$ cat src/rtl/alu_seq.sv
// Registered ALU with start/busy/done handshake. Logic/arith ops finish in one
// cycle; shifts walk one bit per cycle and MUL is a W-step shift-add.
module alu_seq #(
    parameter int W     = 8,
    parameter int CTR_W = 12,
    parameter int SH_W  = $clog2(W)
) (
    input  logic             clk,
    input  logic             reset_n,
    input  logic             start,
    input  logic [3:0]       ALUOp,
    input  logic [W-1:0]     inA,
    input  logic [W-1:0]     inB,
    input  logic             shiftcarry_in,
    input  logic [CTR_W-1:0] reg_file_ctr,
    output logic             busy,
    output logic             done,
    output logic [W-1:0]     rslt,
    output logic [W-1:0]     rslt_hi,
    output logic             shiftcarry_out,
    output logic             branchFlag,
    output logic [CTR_W-1:0] alu_ctr
);
    localparam int CNT_W = SH_W + 1;
    localparam logic [3:0] OP_AND = 4'b0000, OP_XOR = 4'b0001, OP_OR  = 4'b0010,
                           OP_SHL = 4'b0011, OP_SHR = 4'b0100, OP_ADD = 4'b0101,
                           OP_SUB = 4'b0110, OP_MUL = 4'b0111, OP_LT  = 4'b1000,
                           OP_EQ  = 4'b1001, OP_ADC = 4'b1010;

    typedef enum logic [1:0] {IDLE, SHIFT, MUL} state_t;

    state_t             state_q, state_d;
    logic               busy_q, busy_d, done_q, done_d;
    logic [W-1:0]       rslt_q, rslt_d, rslt_hi_q, rslt_hi_d;
    logic               sco_q, sco_d, bf_q, bf_d;
    logic [CTR_W-1:0]   ctr_q, ctr_d, tag_q, tag_d;
    logic               dir_q, dir_d, cin_q, cin_d;
    logic [CNT_W-1:0]   cnt_q, cnt_d;
    logic [W-1:0]       wrk_q, wrk_d, hi_q, hi_d, mcand_q, mcand_d;

    logic [SH_W-1:0]    sh_amt;
    logic [W-1:0]       sc_rslt, sh_step;
    logic               sc_co, sc_bf, sh_bit;
    logic [W:0]         arith, mul_sum;

    assign sh_amt  = inB[SH_W-1:0];
    // dir_q=1 means shift right; the latched carry-in fills the vacated end
    assign sh_step = dir_q ? {cin_q, wrk_q[W-1:1]} : {wrk_q[W-2:0], cin_q};
    assign sh_bit  = dir_q ? wrk_q[0] : wrk_q[W-1];
    assign mul_sum = {1'b0, hi_q} + (wrk_q[0] ? {1'b0, mcand_q} : '0);

    always_comb begin
        sc_rslt = '0;
        sc_co   = 1'b0;
        sc_bf   = 1'b0;
        arith   = '0;
        case (ALUOp)
            OP_AND: sc_rslt = inA & inB;
            OP_XOR: sc_rslt = inA ^ inB;
            OP_OR:  sc_rslt = inA | inB;
            OP_SHL, OP_SHR: begin
                sc_rslt = inA;
                sc_co   = shiftcarry_in;
            end
            OP_ADD: begin
                arith   = {1'b0, inA} + {1'b0, inB};
                sc_rslt = arith[W-1:0];
                sc_co   = arith[W];
            end
            OP_ADC: begin
                arith   = {1'b0, inA} + {1'b0, inB} + (W+1)'(shiftcarry_in);
                sc_rslt = arith[W-1:0];
                sc_co   = arith[W];
            end
            OP_SUB: begin
                arith   = {1'b0, inA} - {1'b0, inB};
                sc_rslt = arith[W-1:0];
                sc_co   = arith[W];
            end
            OP_LT:   sc_bf = inA < inB;
            OP_EQ:   sc_bf = inA == inB;
            default: sc_rslt = '0;
        endcase
    end

    always_comb begin
        state_d   = state_q;
        busy_d    = busy_q;
        done_d    = 1'b0;
        rslt_d    = rslt_q;
        rslt_hi_d = rslt_hi_q;
        sco_d     = sco_q;
        bf_d      = bf_q;
        ctr_d     = ctr_q;
        tag_d     = tag_q;
        dir_d     = dir_q;
        cin_d     = cin_q;
        cnt_d     = cnt_q;
        wrk_d     = wrk_q;
        hi_d      = hi_q;
        mcand_d   = mcand_q;
        case (state_q)
            IDLE: if (start) begin
                tag_d = reg_file_ctr;
                cin_d = shiftcarry_in;
                if ((ALUOp == OP_SHL || ALUOp == OP_SHR) && sh_amt != '0) begin
                    state_d = SHIFT;
                    busy_d  = 1'b1;
                    dir_d   = ALUOp == OP_SHR;
                    wrk_d   = inA;
                    cnt_d   = {1'b0, sh_amt};
                end else if (ALUOp == OP_MUL) begin
                    state_d = MUL;
                    busy_d  = 1'b1;
                    wrk_d   = inB;
                    hi_d    = '0;
                    mcand_d = inA;
                    cnt_d   = CNT_W'(W);
                end else begin
                    done_d    = 1'b1;
                    rslt_d    = sc_rslt;
                    rslt_hi_d = '0;
                    sco_d     = sc_co;
                    bf_d      = sc_bf;
                    ctr_d     = reg_file_ctr;
                end
            end
            SHIFT: begin
                wrk_d = sh_step;
                cnt_d = cnt_q - 1'b1;
                if (cnt_q == CNT_W'(1)) begin
                    state_d   = IDLE;
                    busy_d    = 1'b0;
                    done_d    = 1'b1;
                    rslt_d    = sh_step;
                    rslt_hi_d = '0;
                    sco_d     = sh_bit;
                    bf_d      = 1'b0;
                    ctr_d     = tag_q;
                end
            end
            MUL: begin
                // product accumulates as {hi, wrk}; multiplier bits drain out of wrk's LSB
                hi_d  = mul_sum[W:1];
                wrk_d = {mul_sum[0], wrk_q[W-1:1]};
                cnt_d = cnt_q - 1'b1;
                if (cnt_q == CNT_W'(1)) begin
                    state_d   = IDLE;
                    busy_d    = 1'b0;
                    done_d    = 1'b1;
                    rslt_d    = {mul_sum[0], wrk_q[W-1:1]};
                    rslt_hi_d = mul_sum[W:1];
                    sco_d     = 1'b0;
                    bf_d      = 1'b0;
                    ctr_d     = tag_q;
                end
            end
            default: state_d = IDLE;
        endcase
    end

    always_ff @(posedge clk or negedge reset_n) begin
        if (!reset_n) begin
            state_q   <= IDLE;
            busy_q    <= 1'b0;
            done_q    <= 1'b0;
            rslt_q    <= '0;
            rslt_hi_q <= '0;
            sco_q     <= 1'b0;
            bf_q      <= 1'b0;
            ctr_q     <= '0;
            tag_q     <= '0;
            dir_q     <= 1'b0;
            cin_q     <= 1'b0;
            cnt_q     <= '0;
            wrk_q     <= '0;
            hi_q      <= '0;
            mcand_q   <= '0;
        end else begin
            state_q   <= state_d;
            busy_q    <= busy_d;
            done_q    <= done_d;
            rslt_q    <= rslt_d;
            rslt_hi_q <= rslt_hi_d;
            sco_q     <= sco_d;
            bf_q      <= bf_d;
            ctr_q     <= ctr_d;
            tag_q     <= tag_d;
            dir_q     <= dir_d;
            cin_q     <= cin_d;
            cnt_q     <= cnt_d;
            wrk_q     <= wrk_d;
            hi_q      <= hi_d;
            mcand_q   <= mcand_d;
        end
    end

    assign busy           = busy_q;
    assign done           = done_q;
    assign rslt           = rslt_q;
    assign rslt_hi        = rslt_hi_q;
    assign shiftcarry_out = sco_q;
    assign branchFlag     = bf_q;
    assign alu_ctr        = ctr_q;
endmodule
$ cat config.mk
export PLATFORM = sky130hd
export DESIGN_NAME = alu_seq
export DESIGN_NICKNAME = d
export VERILOG_FILES = /design/src/rtl/alu_seq.sv
export SDC_FILE = /design/constraint.sdc
export NUM_CORES = 1
export LEC_CHECK = 0
export CAP_MARGIN = 40
export CORE_MARGIN = 2
export CORE_UTILIZATION = 50
export DETAILED_ROUTE_END_ITERATION = 10
export DONT_BUFFER_PORTS = 1
export GPL_TIMING_DRIVEN = 0
export SLEW_MARGIN = 25
export SYNTH_ARGS = -nofsm -noshare
export SYNTH_HDL_FRONTEND = slang
export SYNTH_SLANG_ARGS = --single-unit
export TNS_END_PERCENT = 100
$ cat constraint.sdc
create_clock -name clk -period 3.5 [get_ports clk]
set_input_delay 0.875 -clock clk [delete_from_list [all_inputs] [get_ports clk]]
set_output_delay 0.875 -clock clk [all_outputs]
set_load 0.01 [all_outputs]
# --- Word-level counts from Yosys, hierarchy flattened ---
# Index checks and enable logic that the tools add are counted.
# W data, S select, Z words.
word_totals:
  reg_bits: 76
  output_inout_bits: 32
  inputBits: 36
  elab_cells: 126
classes:
  n_lt_le_gt_ge: 1
  n_reduce_logical: 20
  bitwise_logic: 4
  mux: 59
  n_addsub: 5
  eq_ne: 22
ops:
  columns: ["op", "n"]
  rows:
  - ["$mux W8", 18]
  - ["$pmux W8 S3", 3]
  - ["$pmux W8 S7", 1]
  - ["$mux W12", 4]
  - ["$pmux W12 S2", 1]
  - ["$add A8 B8 Y9", 2]
  - ["$eq A4 B3 Y1 const B", 4]
  - ["$mux W1", 16]
  - ["$pmux W8 S2", 1]
  - ["$eq A4 B4 Y1 const B", 3]
  - ["$mux W4", 3]
  - ["$ne A2 B2 Y1 const B", 6]
  - ["$reduce_and A3 Y1", 4]
  - ["$reduce_and A4 Y1", 3]
  - ["$add A9 B1 Y9", 1]
  - ["$sub A8 B8 Y9", 1]
  - ["$and A8 B8 Y8", 1]
  - ["$eq A4 B1 Y1 const B", 2]
  - ["$eq A4 B2 Y1 const B", 2]
  - ["$eq A8 B8 Y1", 1]
  - ["$lt A8 B8 Y1", 1]
  - ["$mux W2", 4]
  - ["$or A8 B8 Y8", 1]
  - ["$pmux W1 S2", 4]
  - ["21 further kinds", 24]

# --- Longest topological paths before layout ---
# Gate-level depths: netlist of run 1.
logic_depth:
  word_depth: 7
  ltp_mapped: 10

# --- Worst setup path before layout of run 1 ---
# OpenSTA, ideal clock, no wires.
synth_timing:
  kind: "input port to flip-flop"
  from: "input port inA[0]"
  to: "register sco_q, in the netlist shiftcarry_out"
  setup_time_ns: 0.130
  cell_stages: 9
  path_slack_ns: 0.560
  arrival_time_ns: 2.810
  required_time_ns: 3.370
  cell_sequence: "ha_1 > fa_1 > a211oi_2 > or2_1 > buf_2 > nand4_1 > nor4b_1 > mux2i_1 > a31oi_1"
synth_via:
  elab_chain_len: 7
  elab_cells_between_ends: 8
  cone_classes: "add/sub: 3; mux: 5"
synth_rtl:
  columns: ["item", "line", "source"]
  rows:
  - ["from (decl)", "12", "input logic [W-1:0] inA,"]
  - ["$add A8 B8 Y9", "66, 71", null]
  - ["$add A9 B1 Y9", "71", "arith = {1'b0, inA} + {1'b0, inB} + (W+1)'(shiftcarry_in);"]
  - ["$pmux W1 S4 *", "57", "case (ALUOp)"]
  - ["$mux W1 *", "112", "end else if (ALUOp == OP_MUL) begin"]
  - ["$mux W1 *", "106", "if ((ALUOp == OP_SHL || ALUOp == OP_SHR) && sh_amt != '0) begin"]
  - ["$mux W1 *", "103", "IDLE: if (start) begin"]
  - ["$pmux W1 S3 *", "102", "case (state_q)"]
  - ["to (signal assigned)", "185", "sco_q <= sco_d;"]
  - ["to (decl)", "35", "logic sco_q, sco_d, bf_q, bf_d;"]
# Mark *: on every way between the ends. The rest lies on a longest branch, timed or not. The select of a mux whose other input is x is not followed.
# A chain may end at the register's enable or synchronous reset.

# --- Worst setup path after layout of run 1 ---
# Ends and elaborated chain as after synthesis.

==> results by group, run 1 <==
Status
  – Status: complete, no violations

Critical path
  – Slowest-stage cell, CP: fa_1
  – CP Cell Sequence: ha_1 -> fa_1 -> a211oi_2 -> or2_1 -> buf_2 -> nand4_1 -> nor4b_1 -> mux2i_1 -> a31oi_1
  – Critical-path maximum fanout: 6
  – CP arrival: approximately 3.2 ns
  – CP Launch Type: input pin
  – Reg2Reg Depth: 10
  – CP peak stage delay: about 0.51 ns
  – Crit path max-delay family: adder cells
  – Crit Path Class: in2reg
  – CP Capture Type: register
  – Critical path buffers and inverters: 1
  – Stages on worst setup path: 9
  – Worst Path Required: around 3.8 ns

Route
  – Post-DRT Antenna Nets: 0
  – Routed via count: approximately 4800
  – Routed vias/inst: ~6.2
  – DRC: 0
  – Pre-antenna DRT Iters: 9
  – Post-Route WL: 15880 um
  – DR iter-0 viols: 343
  – Drt wl/cell: 20.62 um

Clocking
  – Hold Buf Count CTS: 0
  – TritonCTS clock tree: built
  – Number of setup buffers added after CTS: 0
  – Clock-pin slew on the worst setup and hold paths: 0.09 ns
  – CTS HTree Levels: 3
  – Root Driver: clkbuf_8
  – CTS Sinks: 76
  – Clock Latency Late Sink: 0.37 ns
  – Max Buffers Root-to-Sink: 2
  – Resize count post-CTS: 0
  – Total CTS buffers: 9

Final layout
  – Antenna Diode Count: 0
  – Final Cell Area: 5993 sq um
  – Fraction of layout cells with a size suffix above 1: 0.1286
  – Sequential cell area: 1902 sq um
  – Total Nets Final: between 700 and 800
  – Fillers: 1016
  – Layout area overhead: 6.872%
  – Final non-filler cell total: between 700 and 800
  – Multi-input logic area: around 3400 sq um

Place
  – DP HPWL: about 12000 um
  – Post-DP Area: 5783 sq um
  – Placed cells: around 750
  – I/O Buffers: 0
  – Final weighted congestion in routability-driven placement: ~0.98

Floorplan
  – Die width: between 100 and 150 um
  – Die area: approximately 12000 sq um
  – Top Ports: 68
  – Core Box Area: 10890 sq um
  – Row count: 38
  – Initial core utilization: 0.5151
  – Die height: 109.9 um

Yosys
  – Mapped Nets: around 690
  – Sequential area share after synthesis: 0.3391
  – Cell variety after synth: 76
  – Yosys top cell by area: dfrtp_1
  – Yosys top cell area share: 0.3391
  – Seq cells post-synth: 76
  – Number of enable flip-flop cells after synthesis: 0
  – Avg Inst Size Synth: ~9.1 sq um
  – Synth cell count leaders: dfrtp_1 (76), nand2_1 (50), nor2_1 (46)
  – Synth area leaders: dfrtp_1 (34%), ha_1 (8.9%), mux2_2 (5.6%)
  – Post-Syn Instances: around 600
  – Synth Flop Type: dfrtp_1
  – Synth async-reset ratio: 1.000
  – Warnings, synthesis: 0
  – Synthesized area: 5608 sq um
  – Count leader, synth: dfrtp_1

Power
  – Maximum vdd drop: 0.5636 mV
  – Clock share of power: 0.171
  – Combinational Power Share: 0.449
  – Psw: approximately 1.7 mW
  – LEAKAGE: between 2 and 3 nW
  – Pint: roughly 2.3 mW
  – Power per cell area: 669.5 nW/um^2
  – Flop pwr share: 0.380
  – Net Sw Frac: 0.4212

STA
  – Setup Skew: roughly 0.010 ns
  – Hold Fails Final Rpt: 0
  – Worst-Margin Slew: around 0.63 ns
  – Minimum clock period after layout: roughly 2.9 ns
  – RSZ-0062 raised after global routing: false
  – Setup violators final: 0
  – Final period utilization: 0.8331
  – Post-route setup TNS: 0 ns
  – Slew HR: 0.5783
  – Max Slew Vio Count: 0
  – Achievable clock frequency: ~340 MHz

Global route
  – Congestion Overflow GR: 0
  – Antenna violations before repair: 0
  – First-pass GRT wire length: about 25000 um
  – GRT Total Usage: 0.2736
  – Vias in the first global route: 4618
  – Largest net degree at the start of global routing: 77

Flow run
  – Maxcap violations: 0

Worst hold path
  – Hold Path Class: in2async
[logic make-up after synthesis]
family          Yosys count  share of synthesized area
buf+inv                  67                    0.05042
fa+ha+maj                43                    0.09996
flops                    76                     0.3391
xor+xnor                 13                    0.02030
simple gates            173                     0.1598
mux                      52                    0.09906
compound gates          189                     0.2314
[layer usage]
layer | GRT usage | wire length [um] | up-vias
met2 | 0.4338 | 7299 | 177
met4 | 0.09222 | 337 | 0
li1 | - | - | 2240
met5 | 0 | 0 | -
met3 | 0.06817 | 1270 | 24
met1 | 0.3643 | 6971 | 2340
[final timing paths]
kind | from | slack [ns] | to
worst max-delay path | inA[0] | 0.58 | shiftcarry_out
worst min-delay path | reset_n | 0.19 | rslt[7]
worst max register to register | wrk_q[0] | 0.84 | hi_q[7]
worst min register to register | hi_q[6] | 0.50 | hi_q[6]
max in group asynchronous | reset_n | 3.16 | cnt_q[2]
min in group clk | hi_q[6] | 0.50 | hi_q[6]
[metrics by stage]
stage	util	power (mW)	hold slack [ns]	setup WS [ns]
finish	0.5504	4.012	0.1904	0.5840
global route	0.5504	4.300	0.1737	0.4092
CTS	0.5494	4.015	0.1745	0.6512
detailed placement	0.5311	3.319	0.4882	0.2511
global placement	0.5311	3.264	0.4765	0.2319
floorplan	-	2.837	0.4551	0.5599
[final cells by class]
class / instances / share of cell area
plain buffers: 34 / 0.02651
clock buffers: 9 / 0.02067
clock inverters: 7 / 0.01253
inverters: 33 / 0.02067
multi-input cells: 470 / 0.5712
flip-flops and latches: 76 / 0.3173
well taps: 140 / 0.02923
repair buffers: 1 / 0.001879
[state kept, by name, summed over array words and instances (netlist names), 2 cells and up]
signal and cells:
rslt 8, tag_q 12, hi_q 8, alu_ctr 12, rslt_hi 8, state_q 2, mcand_q 8, cnt_q 4
wrk_q 8
[cells in the final DEF, fill, tap and decap left out, drive strengths merged, types with 4 or more instances in the layout]
master / Yosys / routed
o21ai: 45 / 45
clkbuf: 15 / 24
xnor2: 9 / 9
nor2b: 8 / 8
nand2b: 9 / 9
a31oi: 13 / 13
nor3: 7 / 7
mux2: 28 / 28
mux2i: 24 / 24
nand3: 5 / 5
buf: 19 / 20
o21bai: 8 / 8
o31ai: 5 / 5
a21oi: 44 / 44
a21o: 8 / 8
o211ai: 4 / 4
nand2: 50 / 50
a211oi: 9 / 9
or3: 4 / 4
nor3b: 5 / 5
or2: 6 / 6
o22ai: 8 / 8
ha: 40 / 40
clkinv: 0 / 4
xor2: 4 / 4
inv: 33 / 35
and2: 12 / 12
a22o: 12 / 12
a222oi: 4 / 4
nor2: 46 / 46
dfrtp: 76 / 76
[power groups by stage]
| stage | Combinational (mW) | Sequential, mW | Clock (mW) |
|---|---|---|---|
| 2_1_floorplan | 1.37 | 1.47 | 0 |
| 3_3_place_gp | 1.73 | 1.53 | 0 |
| 3_5_place_dp | 1.78 | 1.54 | 0 |
| 4_1_cts | 1.78 | 1.53 | 0.707 |
| 5_1_grt | 1.99 | 1.57 | 0.741 |
| 6_report | 1.80 | 1.53 | 0.686 |
Note: power is estimated with default switching activity, not from simulation.
==> run 2, diff against run 1 <==
==> constraint.sdc (replaced) <==
create_clock -name clk -period 2.9 [get_ports clk]
set_input_delay 0.725 -clock clk [delete_from_list [all_inputs] [get_ports clk]]
set_output_delay 0.725 -clock clk [all_outputs]
set_load 0.01 [all_outputs]
==> run 2 against run 1 <==
  * Combinational power increased by 21%
  * Register-to-register slack lost 0.59 ns
  * Critical path depth is the same
  * Cell count unchanged
  * Highest routed layer unchanged
  * Design area up 0.31%
  * Global-route usage is the same
  * Sequential share of layout area decreased by 0.099 points
  * Total power up 21%
  * Sequential power rose by 20%
  * Worst setup slack got worse by 0.37 ns
==> results by group, run 2 (synthesis gave the netlist of run 1 again) <==
STA
  – RSZ-0062 raised after global routing: false
  – Final hold slack: about 0.038 ns
  – Setup violators final: 0
  – Minimum clock period after layout: 2.690 ns
  – Hold Fails Final Rpt: 0
  – Setup Skew: between 0.009 and 0.01 ns
  – Final setup margin: ~0.21 ns
  – Worst-Margin Slew: just under 0.7 ns
  – Final period utilization: 0.9277
  – Max Slew Vio Count: 0
  – Slew HR: 0.5484
  – Achievable clock frequency: approximately 370 MHz

Global route
  – Vias in the first global route: about 4600
  – GRT Total Usage: 0.2736
  – Antenna violations before repair: 0
  – Largest net degree at the start of global routing: 77
  – First-pass GRT wire length: about 25000 um
  – Congestion Overflow GR: 0

Clocking
  – CTS Sinks: 76
  – Root Driver: clkbuf_8
  – Resize count post-CTS: 0
  – Number of setup buffers added after CTS: 0
  – CTS HTree Levels: 3
  – Max Buffers Root-to-Sink: 2
  – Total CTS buffers: 9
  – Hold Buf Count CTS: 0
  – Clock-pin slew on the worst setup and hold paths: approximately 0.090 ns
  – Clock Latency Late Sink: between 0.3 and 0.4 ns
  – TritonCTS clock tree: built

Final layout
  – Most frequent cells in the layout: dfrtp_1 (76), nand2_1 (50), nor2_1 (46)
  – Final Cell Area: ~6000 sq um
  – Final core occ: 0.5522
  – Fraction of layout cells with a size suffix above 1: 0.1333
  – Most common cell after layout, fill and taps aside: dfrtp_1
  – Total Nets Final: roughly 700
  – Layout area overhead: 7.207%
  – Antenna Diode Count: 0

Critical path
  – CP arrival: around 3.0 ns
  – CP Capture Type: register
  – FF-to-FF setup slack: ~0.25 ns
  – Critical path buffers and inverters: 1
  – Crit path max-delay family: adder cells
  – Critical-path maximum fanout: 6
  – CP peak stage delay: about 0.52 ns
  – Crit Path Class: in2reg
  – CP Cell Sequence: ha_1 -> fa_1 -> a211oi_2 -> or2_1 -> buf_2 -> nand4_1 -> nor4_1 -> mux2i_1 -> a21oi_1
  – CP Launch Type: input pin
  – Slowest-stage cell, CP: fa_1
  – Worst Path Required: between 3 and 4 ns

Route
  – Post-Route WL: around 16000 um
  – Post-DRT Antenna Nets: 0
  – Routed via count: roughly 4800
  – DRC: 0
  – Drt wl/cell: just over 20 um
  – Pre-antenna DRT Iters: 6
  – Routed vias/inst: just over 6
  – DR iter-0 viols: 413

Floorplan
  – Die width: about 110 um
  – Top Ports: between 60 and 70
  – Die height: approximately 110 um
  – Die area: roughly 12000 sq um
  – Core Box Area: roughly 11000 sq um
  – Initial core utilization: 0.5151
  – Row count: 38

Place
  – Post-DP Area: 5783 sq um
  – DP HPWL: between 10000 and 15000 um
  – I/O Buffers: 0
  – Dpl ws: -0.1989 ns
  – Final weighted congestion in routability-driven placement: between 0.9 and 1

Flow run
  – Maxcap violations: 0

Power
  – LEAKAGE: approximately 2.6 nW
  – Maximum vdd drop: around 0.68 mV
  – Power Total: ~4.9 mW
  – Power per cell area: slightly above 800 nW/um^2

Worst hold path
  – Hold Path Class: in2async

Status
  – Status: complete, no violations
[run 2: cell counts in the layout (fill, tap and decap cells not counted)]
Identical to the previous run, type by type.
[run 2: worst reg2reg max path, cell delays in order (launching register included)]
cell and delay, ns:
dfrtp_1 0.39, clkbuf_1 0.21, and2_1 0.22, ha_1 0.22, fa_1 0.42, a21o_1 0.18, a21oi_1 0.22, o21bai_1 0.10
a21oi_1 0.22, o21ai_0 0.16, a22o_1 0.22
[run 2: path summary, 6_finish.rpt]
check / start / to / depth (start not counted)
max: inA[0] / rslt[7] / 9
min: reset_n / rslt[7] / 0
max reg2reg: wrk_q[0] / hi_q[7] / 10
min reg2reg: hi_q[6] / hi_q[6] / 2
max in group asynchronous: reset_n / cnt_q[2] / 0
min in group clk: reg_file_ctr[11] / tag_q[11] / 1
[run 2: final cells by class]
type	count	area, sq um
fillers	1015	4876
multi-input cells	470	3442
flip-flops and latches	76	1902
well taps	140	175.2
plain buffers	34	158.9
clock buffers	9	123.9
inverters	33	123.9
clock inverters	7	75.07
repair buffers	1	11.26
[run 2: report_power, final]
group	leakage [nW]	internal, mW	total (mW)	switching (mW)
clock network	0.104	0.403	0.830	0.427
logic	1.55	0.916	2.18	1.26
registers	0.941	1.49	1.84	0.358
total	2.60	2.80	4.85	2.05
[run 2: per-stage QoR]
step,TNS [ns],std cells
after CTS,0,769
final,0,770
after global routing,0,770
after detailed placement,-0.3506,753
after global placement,-0.4004,753
after floorplan,0,613
[run 2: metal layers]
layer	up-vias	GRT usage	wire [um]
li1	2243	-	-
met1	2306	0.3643	6903
met2	192	0.4338	7316
met3	25	0.06817	1379
met4	0	0.09222	337
met5	-	0	0
